`config.mk`:
```
export PLATFORM = sky130hd
export DESIGN_NAME = class_arbiter_flat
export DESIGN_NICKNAME = d
export VERILOG_FILES = /design/src/rtl/class_arbiter_pkg.sv /design/src/rtl/class_arbiter_if.sv /design/src/rtl/class_arbiter_fifo.sv /design/src/rtl/class_arbiter.sv /design/src/flat_wrapper.sv
export SDC_FILE = /design/constraint.sdc
export NUM_CORES = 1
export LEC_CHECK = 0
export CAP_MARGIN = 5
export CELL_PAD_IN_SITES_DETAIL_PLACEMENT = 0
export CELL_PAD_IN_SITES_GLOBAL_PLACEMENT = 1
export CORE_MARGIN = 2
export CORE_UTILIZATION = 35
export DETAILED_ROUTE_END_ITERATION = 6
export PLACE_DENSITY_LB_ADDON = 0.08
export RECOVER_POWER = 25
export SLEW_MARGIN = 20
export SYNTH_ARGS = -nofsm -noshare
export SYNTH_HDL_FRONTEND = slang
export SYNTH_SLANG_ARGS = --single-unit
```
`constraint.sdc`:
```
create_clock -name clk -period 5.45 [get_ports clk]
set_input_delay 1.09 -clock clk [delete_from_list [all_inputs] [get_ports clk]]
set_output_delay 1.09 -clock clk [all_outputs]
set_load 0.03 [all_outputs]
```
`src/rtl/class_arbiter_pkg.sv`:
```
// Shared transaction-layer definitions: word width, class count, class
// encodings and the round-robin pick used by the class merge.
package pcie_tl_pkg;

  localparam int DATA_W    = 12;
  localparam int NUM_CLASS = 4;

  typedef enum logic [1:0] {
    CLASS0 = 2'b00,
    CLASS1 = 2'b01,
    CLASS2 = 2'b10,
    CLASS3 = 2'b11
  } tclass_e;

  // First requesting class after 'last', wrapping; returns 'last' if none.
  function automatic logic [1:0] rr_pick(input logic [NUM_CLASS-1:0] req,
                                         input logic [1:0]           last);
    logic [1:0] idx;
    logic       found;
    rr_pick = last;
    found   = 1'b0;
    for (int i = 1; i <= NUM_CLASS; i++) begin
      idx = last + 2'(i);
      if (!found && req[idx]) begin
        rr_pick = idx;
        found   = 1'b1;
      end
    end
  endfunction

endpackage

```
`src/rtl/class_arbiter_if.sv`:
```
// Per-class inputs from the demux and the merged output stream.
interface class_arbiter_if #(parameter int DATA_W = 12);
  logic [DATA_W-1:0] data_in0, data_in1, data_in2, data_in3;
  logic              valid_in0, valid_in1, valid_in2, valid_in3;
  logic              ready_out;
  logic [DATA_W-1:0] data_out;
  logic              valid_out;
  logic [3:0]        fifo_full;
  logic [3:0]        fifo_empty;
  logic [3:0]        overflow;

  modport master (
    output data_in0, data_in1, data_in2, data_in3,
    output valid_in0, valid_in1, valid_in2, valid_in3,
    output ready_out,
    input  data_out, valid_out, fifo_full, fifo_empty, overflow
  );

  modport slave (
    input  data_in0, data_in1, data_in2, data_in3,
    input  valid_in0, valid_in1, valid_in2, valid_in3,
    input  ready_out,
    output data_out, valid_out, fifo_full, fifo_empty, overflow
  );
endinterface

```
`src/rtl/class_arbiter_fifo.sv`:
```
// Single-class FIFO. Head is read combinationally; the caller only pops
// when non-empty and only pushes when there is room (or a pop the same cycle).
module class_fifo #(
  parameter int DATA_W = 12,
  parameter int DEPTH  = 4,
  parameter int PTR_W  = 2
) (
  input  logic              clk,
  input  logic              reset_L,
  input  logic              push,
  input  logic              pop,
  input  logic [DATA_W-1:0] wr_data,
  output logic [DATA_W-1:0] rd_data,
  output logic [PTR_W:0]    count,
  output logic              full,
  output logic              empty
);

  logic [DATA_W-1:0] mem [DEPTH];
  logic [PTR_W-1:0]  wr_ptr, rd_ptr;

  // Storage array; contents need no reset since count gates visibility.
  always_ff @(posedge clk) begin
    if (push) mem[wr_ptr] <= wr_data;
  end

  // Pointers wrap naturally at DEPTH (power of two); count tracks occupancy.
  always_ff @(posedge clk) begin
    if (!reset_L) begin
      wr_ptr <= '0;
      rd_ptr <= '0;
      count  <= '0;
    end else begin
      if (push) wr_ptr <= wr_ptr + 1'b1;
      if (pop)  rd_ptr <= rd_ptr + 1'b1;
      case ({push, pop})
        2'b10:   count <= count + 1'b1;
        2'b01:   count <= count - 1'b1;
        default: count <= count;
      endcase
    end
  end

  assign rd_data = mem[rd_ptr];
  assign full    = (count == (PTR_W+1)'(DEPTH));
  assign empty   = (count == '0);

endmodule

```
`src/rtl/class_arbiter.sv`:
```
// Buffers the four traffic classes in their own FIFOs and merges them onto
// one registered output stream with a round-robin grant under valid/ready.
module class_arbiter
  import pcie_tl_pkg::*;
#(
  parameter int DATA_W = 12,
  parameter int DEPTH  = 4,
  parameter int PTR_W  = 2
) (
  input  logic            clk,
  input  logic            reset_L,
  class_arbiter_if.slave  bus
);

  logic [NUM_CLASS-1:0][DATA_W-1:0] din, head;
  logic [NUM_CLASS-1:0][PTR_W:0]    count;
  logic [NUM_CLASS-1:0]             vin, push, pop, full, empty;

  logic [1:0]        last_grant, gnt;
  logic              load, any_req;
  logic [DATA_W-1:0] data_q;
  logic              valid_q;
  logic [NUM_CLASS-1:0] ovf_q;

  assign din = {bus.data_in3, bus.data_in2, bus.data_in1, bus.data_in0};
  assign vin = {bus.valid_in3, bus.valid_in2, bus.valid_in1, bus.valid_in0};

  // Output register refills whenever it is empty or being consumed.
  assign load    = !valid_q || bus.ready_out;
  assign any_req = |(~empty);
  assign gnt     = rr_pick(~empty, last_grant);

  for (genvar g = 0; g < NUM_CLASS; g++) begin : gen_class
    assign pop[g]  = load && any_req && (gnt == 2'(g));
    // A full FIFO still accepts a word when its head leaves the same cycle.
    assign push[g] = vin[g] && ((count[g] < (PTR_W+1)'(DEPTH)) || pop[g]);

    class_fifo #(.DATA_W(DATA_W), .DEPTH(DEPTH), .PTR_W(PTR_W)) u_fifo (
      .clk     (clk),
      .reset_L (reset_L),
      .push    (push[g]),
      .pop     (pop[g]),
      .wr_data (din[g]),
      .rd_data (head[g]),
      .count   (count[g]),
      .full    (full[g]),
      .empty   (empty[g])
    );
  end

  // Output register and grant pointer; data_out holds its value when idle.
  always_ff @(posedge clk) begin
    if (!reset_L) begin
      data_q     <= '0;
      valid_q    <= 1'b0;
      last_grant <= CLASS3;
    end else if (load) begin
      if (any_req) begin
        data_q     <= head[gnt];
        valid_q    <= 1'b1;
        last_grant <= gnt;
      end else begin
        valid_q    <= 1'b0;
      end
    end
  end

  // Sticky drop flags: a valid word that could not be pushed was lost.
  always_ff @(posedge clk) begin
    if (!reset_L) ovf_q <= '0;
    else          ovf_q <= ovf_q | (vin & ~push);
  end

  assign bus.data_out   = data_q;
  assign bus.valid_out  = valid_q;
  assign bus.fifo_full  = full;
  assign bus.fifo_empty = empty;
  assign bus.overflow   = ovf_q;

endmodule

```
`src/flat_wrapper.sv`:
```
// flat-port wrapper written by rule: the top's interface ports become plain ports
module class_arbiter_flat import pcie_tl_pkg::*;
#(
  parameter int DATA_W = 12,
  parameter int DEPTH  = 4,
  parameter int PTR_W  = 2
)
  (clk, reset_L, bus_data_in0, bus_data_in1, bus_data_in2, bus_data_in3, bus_valid_in0, bus_valid_in1, bus_valid_in2, bus_valid_in3, bus_ready_out, bus_data_out, bus_valid_out, bus_fifo_full, bus_fifo_empty, bus_overflow);
  class_arbiter_if #(.DATA_W(DATA_W)) bus_i ();
  input  logic clk;
  input  logic reset_L;
  input wire logic [$bits(bus_i.data_in0)-1:0] bus_data_in0;
  input wire logic [$bits(bus_i.data_in1)-1:0] bus_data_in1;
  input wire logic [$bits(bus_i.data_in2)-1:0] bus_data_in2;
  input wire logic [$bits(bus_i.data_in3)-1:0] bus_data_in3;
  input wire logic [$bits(bus_i.valid_in0)-1:0] bus_valid_in0;
  input wire logic [$bits(bus_i.valid_in1)-1:0] bus_valid_in1;
  input wire logic [$bits(bus_i.valid_in2)-1:0] bus_valid_in2;
  input wire logic [$bits(bus_i.valid_in3)-1:0] bus_valid_in3;
  input wire logic [$bits(bus_i.ready_out)-1:0] bus_ready_out;
  output wire logic [$bits(bus_i.data_out)-1:0] bus_data_out;
  output wire logic [$bits(bus_i.valid_out)-1:0] bus_valid_out;
  output wire logic [$bits(bus_i.fifo_full)-1:0] bus_fifo_full;
  output wire logic [$bits(bus_i.fifo_empty)-1:0] bus_fifo_empty;
  output wire logic [$bits(bus_i.overflow)-1:0] bus_overflow;
  assign bus_i.data_in0 = bus_data_in0;
  assign bus_i.data_in1 = bus_data_in1;
  assign bus_i.data_in2 = bus_data_in2;
  assign bus_i.data_in3 = bus_data_in3;
  assign bus_i.valid_in0 = bus_valid_in0;
  assign bus_i.valid_in1 = bus_valid_in1;
  assign bus_i.valid_in2 = bus_valid_in2;
  assign bus_i.valid_in3 = bus_valid_in3;
  assign bus_i.ready_out = bus_ready_out;
  assign bus_data_out = bus_i.data_out;
  assign bus_valid_out = bus_i.valid_out;
  assign bus_fifo_full = bus_i.fifo_full;
  assign bus_fifo_empty = bus_i.fifo_empty;
  assign bus_overflow = bus_i.overflow;
  class_arbiter #(.DATA_W(DATA_W), .DEPTH(DEPTH), .PTR_W(PTR_W)) u_core (.clk(clk), .reset_L(reset_L), .bus(bus_i));
endmodule
```
* Word-level counts from Yosys, hierarchy flattened
Memories as Yosys holds them, arrays and structs flattened. A register that Yosys moved wholly into a read port is not among the register bits. Index checks and enable logic that the tools add are counted. W data, S select, Z words.
Word-level totals: bits in registers 47, output and inout port bits 25, logic and storage cells 137, memories 4, input bits 55, bits in writable memories 192
Cells by class: muxes and demuxes 38, eq/ne operators 15, magnitude comparators 9, bitwise gates (word level) 4, $add $sub $neg 19, reduce and logical (&&, ||, !) cells 32
Memory list:
- u_core.gen_class[0].u_fifo.mem | depth 4, width 12, read ports 1, clocked after Yosys merged registers in 1, write ports 1, line class_arbiter_fifo.sv:19 | logic [DATA_W-1:0] mem [DEPTH];
- u_core.gen_class[1].u_fifo.mem | depth 4, width 12, read ports 1, clocked after Yosys merged registers in 1, write ports 1, line class_arbiter_fifo.sv:19
- u_core.gen_class[2].u_fifo.mem | depth 4, width 12, read ports 1, clocked after Yosys merged registers in 1, write ports 1, line class_arbiter_fifo.sv:19
- u_core.gen_class[3].u_fifo.mem | depth 4, width 12, read ports 1, clocked after Yosys merged registers in 1, write ports 1, line class_arbiter_fifo.sv:19
Operators by type and width (number):
- $bmux W12 S2 | 1
- $mux W2 | 12
- $pmux W3 S2 | 4
- $add A2 B1 Y2 const B | 9
- $mux W1 | 16
- $lt A2 B3 Y1 const B | 5
- $add A3 B1 Y3 const B | 4
- $eq A2 B2 Y1 const B | 6
- $eq A3 B3 Y1 const B | 4
- $logic_and A1 B1 Y1 | 12
- $logic_not A3 Y1 | 4
- $lt A3 B3 Y1 const B | 4
- $mux W12 | 1
- $sub A3 B1 Y3 const B | 4
- $eq A2 B1 Y1 const B | 5
- $bmux W1 S2 | 4
- $not A4 Y4 | 2
- $reduce_bool A2 Y1 | 4
- $logic_or A1 B1 Y1 | 5
- $add A2 B2 Y2 const B | 2
- $and A4 B4 Y4 | 1
- $logic_not A1 Y1 | 4
- $or A4 B4 Y4 | 1
- $reduce_or A4 Y1 | 1
- 2 further kinds | 2

* Logic depth before layout (Yosys ltp)
depth after elaboration 21, gate-level depth with buffers 14

* By module
Synthesis repeated with hierarchy kept, for this count alone.
Second synthesis, totals: cells, all modules 558, area total of the unflattened synthesis 10045.9 um^2
Modules (own cells, without submodules):
- class_fifo | seq. area each 1621.6 um^2, instances 4, area an instance 2185.8 um^2, cells an instance 108
- class_arbiter | seq. area each 380.4 um^2, instances 1, area an instance 1302.5 um^2, cells an instance 126

* Worst setup path before layout
OpenSTA, ideal clock, no wires.
path type input-to-reg, start input bus_ready_out, end register u_core.gen_class[2].u_fifo.count[2], stages on the path 12, buffers on the path 0, path slack 2152 ps, data required time 5374 ps, arrival time 3222 ps, path through nor2b_1 -> a41oi_1 -> o311a_1 -> nand3_2 -> a21boi_2 -> inv_1 -> ha_1 -> inv_1 -> fa_1 -> xor2_1 -> or3_1 -> a21boi_0
On the way: word-level cells in the longest chain between the ends 7
Ends and longest elaborated chain:
- start: declaration | line flat_wrapper.sv:20 | input wire logic [$bits(bus_i.ready_out)-1:0] bus_ready_out;
- $logic_or A1 B1 Y1 * | line class_arbiter.sv:29 | assign load = !valid_q || bus.ready_out;
- $logic_and A1 B1 Y1 * (2 in series) | line class_arbiter.sv:34 | assign pop[g] = load && any_req && (gnt == 2'(g));
- $logic_or A1 B1 Y1 | line class_arbiter.sv:36 | assign push[g] = vin[g] && ((count[g] < (PTR_W+1)'(DEPTH)) || pop[g]);
- $logic_and A1 B1 Y1 | line class_arbiter.sv:36
- $eq A2 B1 Y1 or $eq A2 B2 Y1 (tied branches) | line class_arbiter_fifo.sv:36 | case ({push, pop})
- $pmux W3 S2 or $reduce_bool A2 Y1 (tied branches)
- end signal: assignment | line class_arbiter_fifo.sv:37 | 2'b10: count <= count + 1'b1;
- end signal: assignment | line class_arbiter_fifo.sv:38 | 2'b01: count <= count - 1'b1;
- end signal: assignment | line class_arbiter_fifo.sv:39 | default: count <= count;
- end: declaration | line class_arbiter_fifo.sv:14 | output logic [PTR_W:0] count,
Every way passes the cells marked *; elsewhere a longest branch is shown, timed or not. A chain may end at the register's enable or synchronous reset.

* Worst setup path after layout
start register u_core.gen_class[3].u_fifo.count[2], end register u_core.gen_class[2].u_fifo.count[2]
On the way: word-level cells in the longest chain between the ends 20
Ends and longest elaborated chain:
- start: declaration | line class_arbiter_fifo.sv:14
- start signal: assignment | line class_arbiter_fifo.sv:37
- start signal: assignment | line class_arbiter_fifo.sv:38
- start signal: assignment | line class_arbiter_fifo.sv:39
- $logic_not A3 Y1 * | line class_arbiter_fifo.sv:46 | assign empty = (count == '0);
- $not A4 Y4 * | line class_arbiter.sv:30, class_arbiter.sv:31
- $bmux W1 S2 | line class_arbiter_pkg.sv:24 | if (!found && req[idx]) begin
- $mux W1 (implied by the code) | line class_arbiter_pkg.sv:24
- $mux W1 | line class_arbiter_pkg.sv:24
- $logic_not A1 Y1 | line class_arbiter_pkg.sv:24
- $logic_and A1 B1 Y1 | line class_arbiter_pkg.sv:24
- $mux W1 | line class_arbiter_pkg.sv:24
- (+4 left out)
- $logic_and A1 B1 Y1 | line class_arbiter_pkg.sv:24
- $mux W2 | line class_arbiter_pkg.sv:24
- $eq A2 B2 Y1 | line class_arbiter.sv:34
- $logic_and A1 B1 Y1 * | line class_arbiter.sv:34
- $logic_or A1 B1 Y1 | line class_arbiter.sv:36
- $logic_and A1 B1 Y1 | line class_arbiter.sv:36
- $eq A2 B1 Y1 or $eq A2 B2 Y1 (tied branches) | line class_arbiter_fifo.sv:36
- $pmux W3 S2 or $reduce_bool A2 Y1 (tied branches)
Every way passes the cells marked *; elsewhere a longest branch is shown, timed or not. The select of a mux whose other input is x is not followed.

==> impl_metrics.toml <==
[grt]
grt_pass1_wl_mm = 30.9
antenna_found_initial = 3
grt_max_degree = 32
grt_overflow = 0
track_usage_pct = 13.3
grt_pass1_vias = 5389

[drt]
ant_nets = 0
vias = 5128
vias_per_cell = 4.81
drt_iter0_markers = 243
drc_errors = 0
wl_mm = 19.9
wire_per_inst_um = 18.7
firstDrtPassIters = 7

[synth]
synthTopCellsByArea = "edfxtp_1 58%, dfxtp_1 11%, mux4_2 11%"
synthArstFlopShare_pct = 0
netlist_instances = 583
netlist_area_sq_um = 9970
synth_nets = 662
yosysSeqAreaShare_pct = 68.9
yosys.area.top_type = "edfxtp_1"
synth_edf_count = 192
ys.flop_type = "edfxtp_1"
yosysTopAreaCellShare_pct = 57.8
ys_warn_count = 0
yosysUniqueCellTypes = 46
syn_area_per_cell_sq_um = 17.1
synth_seq_cells = 247

[layout]
layout-drive-gt1-share_pct = 14.7
final_core_util_pct = 43.1
multi_input_area_sq_um = 2850
seqCellArea_sq_um = 6870
syn2layout_area_growth_pct = 20.6
final_area_sq_um = 12000
fin_nets = 744
fillers = 2509
stdcell_count = 1067

[min_path]
worstHoldPathType = "reg -> reg"
min_delay_path_depth = 1

[floorplan]
ios = 80
die_x_um = 173
die_area_sq_um = 29900
die_h_um = 173
core-area_sq_um = 27900
initial_utilization_pct = 35.7
placementRows = 61

[timing]
max_freq_ghz = 0.266
hold_violations = 0
slew_headroom_pct = 27.3
fin_crit_sh_pct = 68.9
period_needed_ns = 3.76
worst_slew_pin_slew_ns = 1.09
hold_ws_ns = 0.476
drv_slew = 0
grt_setup_unrepaired = "no"
finalSetupViolations = 0
setup_tns_ns = 0
fin_worst_skew_ns = 0.0179

[critical_path]
max_stage_delay_ns = 0.50
crit_arrival_ns = 4.19
crit_path_start_kind = "flip-flop"
crit_buf_inv = 4
setup.worst_path.end_class = "flip-flop"
cp.required_ns = 5.89
crit_cells = 14
crit_slowest_cell = "buf_4"
reg2reg_depth = 14
crit_chain = "or3_1 -> inv_2 -> o22ai_1 -> a211oi_4 -> buf_4 -> nand3_2 -> a21boi_2 -> inv_1 -> ha_1 -> inv_1 -> fa_1 -> xor2_1 -> or3_1 -> a21boi_0"
crit_family = "simple AND/OR/NAND/NOR gates"
critical_path_class = "reg -> reg"
path_max_fanout = 25
ff2ff_setup_slack_ns = 1.69

[clock_network]
cts_resized = 0
clk_latency_ns = 0.53
clk_pin_slew_ns = 0.06
cts_tree = "yes"
clockBufferDepth = 3
cts_max_level = 1
cts_inserted_buffers = 27
clock_sinks = 247
root_buffer = "clkbuf_16"
ctsHoldBuffers = 0
postCtsSetupBuffers = 0

[pwr]
p_per_area_nw_per_um2 = 533
power.leakage_nw = 4.08
max-vdd-ir-drop_mv = 0.316

[status]
outcome = "finished clean"

[place]
hpwl_mm = 13.5
globalplace.congestion = 0.764
port_buffers = 79
place_area_sq_um = 11100
dp_cells = 1014

[flow_run]
max_cap_violations = 0
[sequential cells by signal (all words and copies together) (netlist names), named ones only]
| signal | flops |
|---|---|
| u_core.bus.data_out | 12 |
| u_core.bus.overflow | 4 |
| u_core.bus.valid_out | 1 |
| u_core.gen_class.u_fifo.count | 12 |
| u_core.gen_class.u_fifo.mem | 192 |
| u_core.gen_class.u_fifo.rd_ptr | 8 |
| u_core.gen_class.u_fifo.wr_ptr | 8 |
| u_core.last_grant | 2 |
[cell usage after synthesis (all sizes together) (2+ instances only)]
| library cell | count |
|---|---|
| inv | 32 |
| nor2b | 5 |
| clkbuf | 15 |
| mux4 | 48 |
| edfxtp | 192 |
| o211ai | 3 |
| o21ai | 24 |
| xor2 | 5 |
| and3 | 3 |
| dfxtp | 55 |
| or3 | 7 |
| fa | 4 |
| nand3 | 3 |
| a211oi | 2 |
| ha | 20 |
| mux2i | 34 |
| nand2b | 3 |
| o21a | 3 |
| and2 | 32 |
| a2bb2oi | 12 |
| o31a | 2 |
| nand2 | 30 |
| buf | 13 |
| nor3 | 4 |
| a31oi | 3 |
| xnor2 | 7 |
| nor2 | 3 |
| a21boi | 10 |
[area by class of cell]
class                      instances  area share [%]
sequential                       247            57.1
multi-input combinational        276            23.7
tap                              378            3.93
timing repair buffer              81            6.70
clock inverter                    15            1.48
antenna                            3          0.0624
inverter                          32           0.999
clock buffer                      35            6.03
[logic make-up (layout without fill, tap and decap cells)]
family / count (synthesis) / after routing / share of synthesized area (%)
compound gates: 65 / 65 / 4.63
xor+xnor: 12 / 12 / 1.05
buf+inv: 60 / 163 / 2.66
flops: 247 / 247 / 68.9
mux: 82 / 82 / 14.3
other cells: 0 / 3 / 0
simple gates: 93 / 93 / 5.22
fa+ha+maj: 24 / 24 / 3.31
[routing by layer]
layer  global-route usage (%)  up-vias  wire [um]  share of wire, %
li1                         -     2389          -                 -
met1                     18.0     2604       9020                45
met2                     21.8       98       9520                48
met5                        0        -          0                 0
met4                     3.21        0        395               2.0
met3                     3.12       37        975               4.9
[cells in the final DEF (no fill, tap or decap), types with 3 or more instances in the layout]
| master | instances |
|---|---|
| clkinv_1 | 3 |
| mux4_2 | 48 |
| dfxtp_1 | 55 |
| xor2_1 | 5 |
| clkdlybuf4s50_1 | 49 |
| dlygate4sd3_1 | 30 |
| o211ai_1 | 3 |
| nor2b_1 | 5 |
| or3_1 | 7 |
| ha_1 | 20 |
| nand2b_1 | 3 |
| diode_2 | 3 |
| nor2_1 | 3 |
| o21ai_0 | 23 |
| nand2_1 | 30 |
| and2_1 | 32 |
| clkinv_2 | 6 |
| xnor2_1 | 7 |
| inv_1 | 31 |
| fa_1 | 4 |
| and3_1 | 3 |
| edfxtp_1 | 192 |
| clkbuf_1 | 6 |
| mux2i_1 | 34 |
| bufinv_16 | 4 |
| clkbuf_16 | 27 |
| a21boi_2 | 3 |
| a21boi_0 | 5 |
| a31oi_1 | 3 |
| o21a_1 | 3 |
| a2bb2oi_1 | 12 |
[path summary, 6_finish.rpt]
| kind | start | end |
|---|---|---|
| max reg2reg | u_core.gen_class[3].u_fifo.count[2] | u_core.gen_class[2].u_fifo.count[2] |
| min | u_core.bus.overflow[1] | u_core.bus.overflow[1] |
| max | u_core.gen_class[3].u_fifo.count[2] | u_core.gen_class[2].u_fifo.count[2] |
| min reg2reg | u_core.bus.overflow[1] | u_core.bus.overflow[1] |
[where the power goes]
group | total (mW) | switching [mW] | internal, mW | leakage, nW
clock | 1.84 | 0.714 | 1.13 | 0.444
combinational | 2.04 | 1.12 | 0.915 | 1.42
sequential | 2.54 | 0.200 | 2.34 | 2.21
total | 6.42 | 2.04 | 4.38 | 4.08
[per-stage QoR]
step                setup slack [ns]  power [mW]
floorplan                       2.15        4.05
CTS                             1.64        6.53
detailed placement              1.31        4.66
finish                          1.69        6.42
global route                    1.35        6.79
global placement                1.45        4.61
No activity file was read; power rests on OpenSTA's default activity.
